File: config.mk
export PLATFORM = sky130hd
export DESIGN_NAME = mem_readback_streamer
export DESIGN_NICKNAME = d
export VERILOG_FILES = /design/src/rtl/mem_readback_streamer.sv
export SDC_FILE = /design/constraint.sdc
export NUM_CORES = 1
export LEC_CHECK = 0
export BUFFER_PORTS_ARGS = -buffer_cell sky130_fd_sc_hd__clkbuf_2
export CAP_MARGIN = 10
export CORE_MARGIN = 8
export CORE_UTILIZATION = 45
export DETAILED_ROUTE_END_ITERATION = 10
export HOLD_SLACK_MARGIN = 0.12
export PLACE_DENSITY = 0.66
export SYNTH_ARGS = -nofsm -noshare
export SYNTH_HDL_FRONTEND = slang
export SYNTH_SLANG_ARGS = --single-unit
File: constraint.sdc
create_clock -name clk -period 3.09 [get_ports clk]
set_clock_uncertainty 0.2 [all_clocks]
set_input_delay 0.1545 -clock clk [delete_from_list [all_inputs] [get_ports clk]]
set_output_delay 0.1545 -clock clk [all_outputs]
set_load 0.1 [all_outputs]
File: src/rtl/mem_readback_streamer.sv
// rtl/mem_readback_streamer.sv - reads a block of words from memory port 2 and streams {addr, data} out
module mem_readback_streamer #(
    parameter int FIFO_DEPTH = 4,
    parameter int CNT_W      = 16
) (
    input  logic             clk,
    input  logic             rst,
    input  logic             start,
    input  logic [31:0]      base_addr,
    input  logic [CNT_W-1:0] word_count,
    output logic [31:0]      mem_addr,
    output logic             mem_write_en,
    output logic             mem_rd_en,
    input  logic [31:0]      mem_data_out,
    input  logic             mem_excpt,
    output logic             dout_valid,
    input  logic             dout_ready,
    output logic [31:0]      dout_data,
    output logic [31:0]      dout_addr,
    output logic             busy,
    output logic             done,
    output logic             err
);
    localparam int PTR_W = $clog2(FIFO_DEPTH);

    typedef enum logic [1:0] {S_IDLE, S_RUN, S_DRAIN, S_FIN} state_t;

    state_t           r_state;
    logic [31:0]      r_mem_addr;
    logic [31:0]      r_next_addr;
    logic             r_rd_en;
    logic             r_inflight;
    logic             r_busy;
    logic             r_done;
    logic             r_err;
    logic [CNT_W-1:0] r_count;
    logic [CNT_W-1:0] r_issued;

    logic [31:0]      r_fifo_data [FIFO_DEPTH];
    logic [31:0]      r_fifo_addr [FIFO_DEPTH];
    logic [PTR_W-1:0] r_wr_ptr;
    logic [PTR_W-1:0] r_rd_ptr;
    logic [PTR_W:0]   r_fcount;

    logic             w_pop;
    logic             w_capture;
    logic             w_exc;
    logic             w_push;
    logic [PTR_W+1:0] w_occ;
    logic             w_room;
    logic             w_issue;

    // The address register still holds the in-flight read's address in its capture cycle.
    assign w_pop     = (r_fcount != '0) && dout_ready;
    assign w_capture = (r_state == S_RUN) && r_inflight;
    assign w_exc     = w_capture && mem_excpt;
    assign w_push    = w_capture && !mem_excpt;
    assign w_occ     = {1'b0, r_fcount} + {{(PTR_W+1){1'b0}}, r_inflight};
    assign w_room    = w_occ < (PTR_W+2)'(FIFO_DEPTH);
    assign w_issue   = (r_state == S_RUN) && (r_issued < r_count) && w_room && !w_exc;

    assign mem_addr     = r_mem_addr;
    assign mem_write_en = 1'b0;
    assign mem_rd_en    = r_rd_en;
    assign dout_valid   = (r_fcount != '0);
    assign dout_data    = r_fifo_data[r_rd_ptr];
    assign dout_addr    = r_fifo_addr[r_rd_ptr];
    assign busy         = r_busy;
    assign done         = r_done;
    assign err          = r_err;

    always_ff @(posedge clk or negedge rst) begin
        if (!rst) begin
            r_wr_ptr <= '0;
            r_rd_ptr <= '0;
            r_fcount <= '0;
            for (int i = 0; i < FIFO_DEPTH; i++) begin
                r_fifo_data[i] <= '0;
                r_fifo_addr[i] <= '0;
            end
        end else begin
            if (w_push) begin
                r_fifo_data[r_wr_ptr] <= mem_data_out;
                r_fifo_addr[r_wr_ptr] <= r_mem_addr;
                r_wr_ptr              <= r_wr_ptr + 1'b1;
            end
            if (w_pop) begin
                r_rd_ptr <= r_rd_ptr + 1'b1;
            end
            case ({w_push, w_pop})
                2'b10:   r_fcount <= r_fcount + 1'b1;
                2'b01:   r_fcount <= r_fcount - 1'b1;
                default: r_fcount <= r_fcount;
            endcase
        end
    end

    always_ff @(posedge clk or negedge rst) begin
        if (!rst) begin
            r_state     <= S_IDLE;
            r_mem_addr  <= '0;
            r_next_addr <= '0;
            r_rd_en     <= 1'b0;
            r_inflight  <= 1'b0;
            r_busy      <= 1'b0;
            r_done      <= 1'b0;
            r_err       <= 1'b0;
            r_count     <= '0;
            r_issued    <= '0;
        end else begin
            r_done <= 1'b0;
            case (r_state)
                S_IDLE: begin
                    r_rd_en    <= 1'b0;
                    r_inflight <= 1'b0;
                    if (start) begin
                        r_err <= 1'b0;
                        if (word_count != '0) begin
                            // First read goes out on the start edge itself.
                            r_count     <= word_count;
                            r_issued    <= CNT_W'(1);
                            r_mem_addr  <= base_addr;
                            r_next_addr <= base_addr + 32'd4;
                            r_rd_en     <= 1'b1;
                            r_inflight  <= 1'b1;
                            r_busy      <= 1'b1;
                            r_state     <= S_RUN;
                        end else begin
                            r_done  <= 1'b1;
                            r_state <= S_FIN;
                        end
                    end
                end
                S_RUN: begin
                    r_rd_en    <= w_issue;
                    r_inflight <= w_issue;
                    if (w_issue) begin
                        r_mem_addr  <= r_next_addr;
                        r_next_addr <= r_next_addr + 32'd4;
                        r_issued    <= r_issued + 1'b1;
                    end
                    if (w_exc) begin
                        r_err   <= 1'b1;
                        r_state <= S_DRAIN;
                    end else if ((r_issued == r_count) && !r_inflight) begin
                        r_state <= S_DRAIN;
                    end
                end
                S_DRAIN: begin
                    r_rd_en    <= 1'b0;
                    r_inflight <= 1'b0;
                    if (r_fcount == '0) begin
                        r_done  <= 1'b1;
                        r_busy  <= 1'b0;
                        r_state <= S_FIN;
                    end
                end
                default: begin
                    r_rd_en    <= 1'b0;
                    r_inflight <= 1'b0;
                    r_busy     <= 1'b0;
                    r_state    <= S_IDLE;
                end
            endcase
        end
    end
endmodule

* Word level (Yosys, flattened, before mapping)
Cells that the tools add are included.
** Storage, ports and cells
- Register bits :: 365
- Output and inout port bits :: 102
- Logic and storage cells :: 113
** Cells by class
- $add $sub $neg :: 8
- Magnitude comparators :: 5
- Equality and inequality tests :: 11
- Multiplexer cells :: 43
- Bitwise operators :: 3
- Reductions and logical operators :: 23
** Operators with widths (count)
- $mux W32 :: 11
- $bwmux W128 :: 2
- $bmux W32 S2 :: 2
- $pmux W32 S2 :: 2
- $add A32 B3 Y32 const B :: 2
- $demux W32 S2 :: 1
- $mux W16 :: 3
- $pmux W16 S2 :: 1
- $add A16 B1 Y16 const B :: 1
- $eq A16 B16 Y1 :: 1
- $lt A16 B16 Y1 :: 1
- $reduce_bool A16 Y1 :: 1
- $mux W1 :: 10
- $mux W2 :: 5
- $ne A2 B2 Y1 const B :: 5
- $logic_and A1 B1 Y1 :: 9
- $reduce_and A3 Y1 :: 3
- $reduce_and A4 Y1 :: 2
- $ge A3 B3 Y1 const B :: 2
- $not A2 Y3 :: 2
- $pmux W1 S2 :: 3
- $pmux W2 S3 :: 1
- $pmux W3 S2 :: 1
- $add A2 B1 Y2 const B :: 2
- other kinds (15) :: 20

* Longest topological paths before layout
- Depth in word-level cells :: 7
- Mapped depth :: 17

* Worst setup path after synthesis
Ideal clock, no wire load.
- Path type :: flip-flop to flip-flop
- Start :: reg r_state[1]
- End :: reg r_next_addr[24]
- Library setup time :: 137 ps
- Arrival time :: 2987 ps
- Data required time :: 2753 ps
- Path slack :: -234 ps
- Stages on the path, launching flop included :: 18
- Path buffers :: 6
- Clock period less this slack :: 3324 ps
- Cell sequence :: dfrtp_1 > inv_1 > ha_1 > buf_6 > buf_12 > buf_6 > buf_2 > buf_2 > mux2_2 > ha_1 > inv_1 > a211oi_2 > and3_1 > buf_2 > and2_2 > a31oi_1 > a41o_1 > a21oi_1
** On the way
- Word-level cells in the longest chain between the ends :: 7
- Elaborated cells on any way between the ends :: 14
** RTL lines
- start, declared :: line 28 : state_t r_state;
- start signal, assigned :: line 100 : r_state <= S_IDLE;
- start signal, assigned :: line 127 : r_state <= S_RUN;
- start signal, assigned :: line 130 : r_state <= S_FIN;
- $eq A2 B1 Y1 :: line 55, 60, 112
- $logic_and A1 B1 Y1 :: line 55 : assign w_capture = (r_state == S_RUN) && r_inflight;
- $logic_and A1 B1 Y1 :: line 56 : assign w_exc = w_capture && mem_excpt;
- $logic_not A1 Y1 :: line 60 : assign w_issue = (r_state == S_RUN) && (r_issued < r_count) && w_room && !w_exc;
- $logic_and A1 B1 Y1 :: line 60
- $ne A2 B2 Y1 (no source line)
- $reduce_and A4 Y1 (no source line)
- end signal, assigned :: line 123 : r_next_addr <= base_addr + 32'd4;
- end signal, assigned :: line 139 : r_next_addr <= r_next_addr + 32'd4;
- end, declared :: line 30 : logic [31:0] r_next_addr;
Several ways; a longest one is shown, not always the timed one.
A chain may end at the register's enable or synchronous reset.

* Worst setup path in the final report
- Start :: in word_count[10]
- End :: reg r_count[0]
** On the way
- Word-level cells in the longest chain between the ends :: 2
** RTL lines
- start, declared :: line 10 : input logic [CNT_W-1:0] word_count,
- $reduce_bool A16 Y1 :: line 118 : if (word_count != '0) begin
- $reduce_and A3 Y1 (no source line)
- end signal, assigned :: line 120 : r_count <= word_count;
- end, declared :: line 36 : logic [CNT_W-1:0] r_count;
Every way passes these cells.

==> impl_metrics.ini <==
[run_status]
outcome = complete, no violations

[setup_path]
cp_slowest_stage_delay_ns = 0.66
cp_max_fo = 31
crit_path_frequent_cell = dlygate4sd3_1
worstSetupStartpointType = input port
worstSetupPathType = input port to flop
cp_top_family = buffers and inverters
worst-path-stages = 9
cp.arrival_ns = 3.25
cp-end-kind = flop
cp.required_ns = 3.32
worst_path_max_delay_cell = nor4_1
path_cells = dlygate4sd3_1, clkbuf_2, nor4_1, a41oi_4, buf_6, nand2_1, dlygate4sd3_1, nand2_1, dlygate4sd3_1
r2r_cells = 9
path_buf_inv = 5

[yosys]
syn_area_per_cell_um2 = 13.0
yosys_warnings = 0
synthArstFlopShare_pct = 100
synth_seq_cells = 365
synth_top_family_by_area = multiplexers
seq_area_frac_synth_pct = 51.9
synthSimpleGateAreaFrac_pct = 7.61
ys.flop_type = dfrtp_1
post_synth_num_cell_types = 74
netlist_instances = 1349
synthMuxAreaShare_pct = 26.5
synth_nets = 1462
synth_compound_area_share_pct = 6.65
netlist_area_um2 = 17600
synth_fa_ha_area_share_pct = 2.04
synth_edf_count = 0
synthXorXnorAreaFrac_pct = 2.34

[final_layout]
final_nets = 1752
fill_cells = 3209
layout_commonest_cell = dfrtp_1
final_cell_mix = dfrtp_1 (363), mux2_2 (243), clkbuf_2 (184)
multi_input_area_um2 = 8010
final_util_pct = 56.0
drive_above_1_share_pct = 38.2
register_area_um2 = 9140
area_growth_pct = 23.1
antenna_cells = 0

[drt]
post_drt_wl_per_cell_um = 20.2
viasPerCell = 5.51
postRouteAntennaNets = 0
drc = 0
detail_route.wirelength_um = 44100
drt_iter0_drc = 796
vias = 12000
firstDrtPassIters = 5

[worst_hold_path]
whs_path_depth = 4
hp-class = input port to flop

[grt]
grt_max_degree = 86
gr-usage-met3_pct = 3.35
top_usage_layer = met2
grt_pass1_wl_um = 71200
antenna_found_initial = 0
grt_usage_pct = 19.7
first_global_vias = 12700
gr-usage-met2_pct = 32.3
grt-ovfl-total = 0
use_met1_pct = 27.0

[placement]
io_buffer_count = 185
dpl.hpwl_um = 30200
place_congestion = 0.829

[sta]
slew-limit-headroom_pct = 49.8
max_slew.worst_pin.slew_ns = 0.746
fmax_mhz = 331
hold_viol = 0
min_period_ns = 3.02
drv_slew = 0
setup_violations = 0
fin_crit_sh_pct = 97.7

[clock_network]
cts_max_path_buffers = 3
cts_tree = done
cts_sinks = 365
clk_latency_ns = 0.55
cts_root_buf = clkbuf_16
cts_buffers = 41
clk_pin_slew_ns = 0.06
cts_setup_buffers = 0
cts_htree_levels = 2

[floorplanning]
initial_core_util_pct = 45.5
dieArea_um2 = 45700
rows = 72
fp.dieH_um = 214
die_w_um = 214
num_io_pins = 187
core_um2 = 38600

[run]
drv_cap = 0
==> metal layers <==
| layer | routed length, um | part of all wire [%] |
|---|---|---|
| met5 | 0 | 0 |
| met4 | 876 | 2.0 |
| met3 | 1890 | 4.3 |
| met2 | 21400 | 49 |
| met1 | 19900 | 45 |
==> worst reg2reg max path: cells and delay by family (launching register included) <==
family                   cells  cell delay, ns
buffers and inverters        4            1.49
flip-flops                   1            0.42
AO/OA/AOI/OAI                1            0.30
adder cells (fa/ha/maj)      1            0.18
AND/OR/NAND/NOR              3            0.27
==> final cells by class <==
type,count,share of cell area (%)
timing repair buffer,322,11.0
inverter,34,0.589
clock inverter,11,0.728
sequential,365,42.2
multi-input combinational,875,37.0
tap,518,2.99
clock buffer,61,5.46
==> per-stage QoR <==
step / hold slack (ns) / cell area (um2) / TNS [ns] / worst slack [ns] / cells
final: 0.168 / 21700 / 0 / 0.0697 / 2186
after floorplan: -0.341 / 17600 / 0 / 0.0118 / 1349
after global placement: 0.0139 / 19400 / 0 / 0.345 / 2023
after detailed placement: 0.0173 / 19400 / 0 / 0.267 / 2023
after CTS: 0.135 / 21600 / 0 / 0.0827 / 2186
after global routing: 0.171 / 21700 / -0.0497 / -0.0497 / 2186
==> cells in the mapped netlist, types with 8 or more instances <==
cell,n,area (um2)
mux2_2,243,2740
inv_1,34,128
mux2i_1,28,280
mux2_1,18,203
a21oi_1,48,240
nor2_1,40,150
xnor2_1,26,228
xor2_1,21,184
nand4_1,13,81.3
mux4_2,64,1440
buf_2,47,235
dfrtp_1,365,9130
o21ai_0,57,285
a31oi_1,10,62.6
nor3_1,11,55.1
o22ai_1,30,188
clkbuf_1,16,60.1
nand2_1,112,420
nand3_1,23,115
nor4_1,8,50.1
ha_1,27,338
==> sequential cells by signal (all words and copies together), names as in the netlist, 2 cells and up <==
| signal | cells |
|---|---|
| r_issued | 16 |
| r_rd_ptr | 2 |
| r_fcount | 3 |
| r_wr_ptr | 2 |
| mem_addr | 32 |
| r_next_addr | 32 |
| r_state | 2 |
| r_fifo_addr | 128 |
| r_count | 16 |
| r_fifo_data | 128 |
==> worst paths after layout <==
kind | startpoint | endpoint | slack, ns
max | word_count[10] | r_count[0]$_DFFE_PN0P_ | 0.07
min | word_count[8] | r_count[8]$_DFFE_PN0P_ | 0.17
max reg2reg | r_state[0]$_DFFE_PN0P_ | r_count[0]$_DFFE_PN0P_ | 0.16
min reg2reg | r_fifo_addr[46]$_DFFE_PN0P_ | r_fifo_addr[46]$_DFFE_PN0P_ | 0.28
max in group asynchronous | rst | r_fifo_addr[104]$_DFFE_PN0P_ | 1.22
min in group asynchronous | rst | r_fifo_data[105]$_DFFE_PN0P_ | 0.55
==> kinds of logic (layout without fill, tap and decap cells) <==
logic type / count (synthesis) / after routing
xor+xnor: 47 / 47
flops: 365 / 365
fa+ha+maj: 28 / 28
simple gates: 262 / 262
mux: 353 / 353
compound gates: 184 / 184
buf+inv: 109 / 428
other cells: 1 / 1
==> what timing repair did <==
action | 4_1_cts | 5_1_grt
hold endpoints to repair | 585 | 0
hold buffers | 91 | 0
endpoints found under the setup margin | 0 | 2
gates resized for setup | 0 | 3
Power is left out: the tool's default activity adds up to more than one toggle a clock period on the data nets, which glitch-free logic cannot reach.
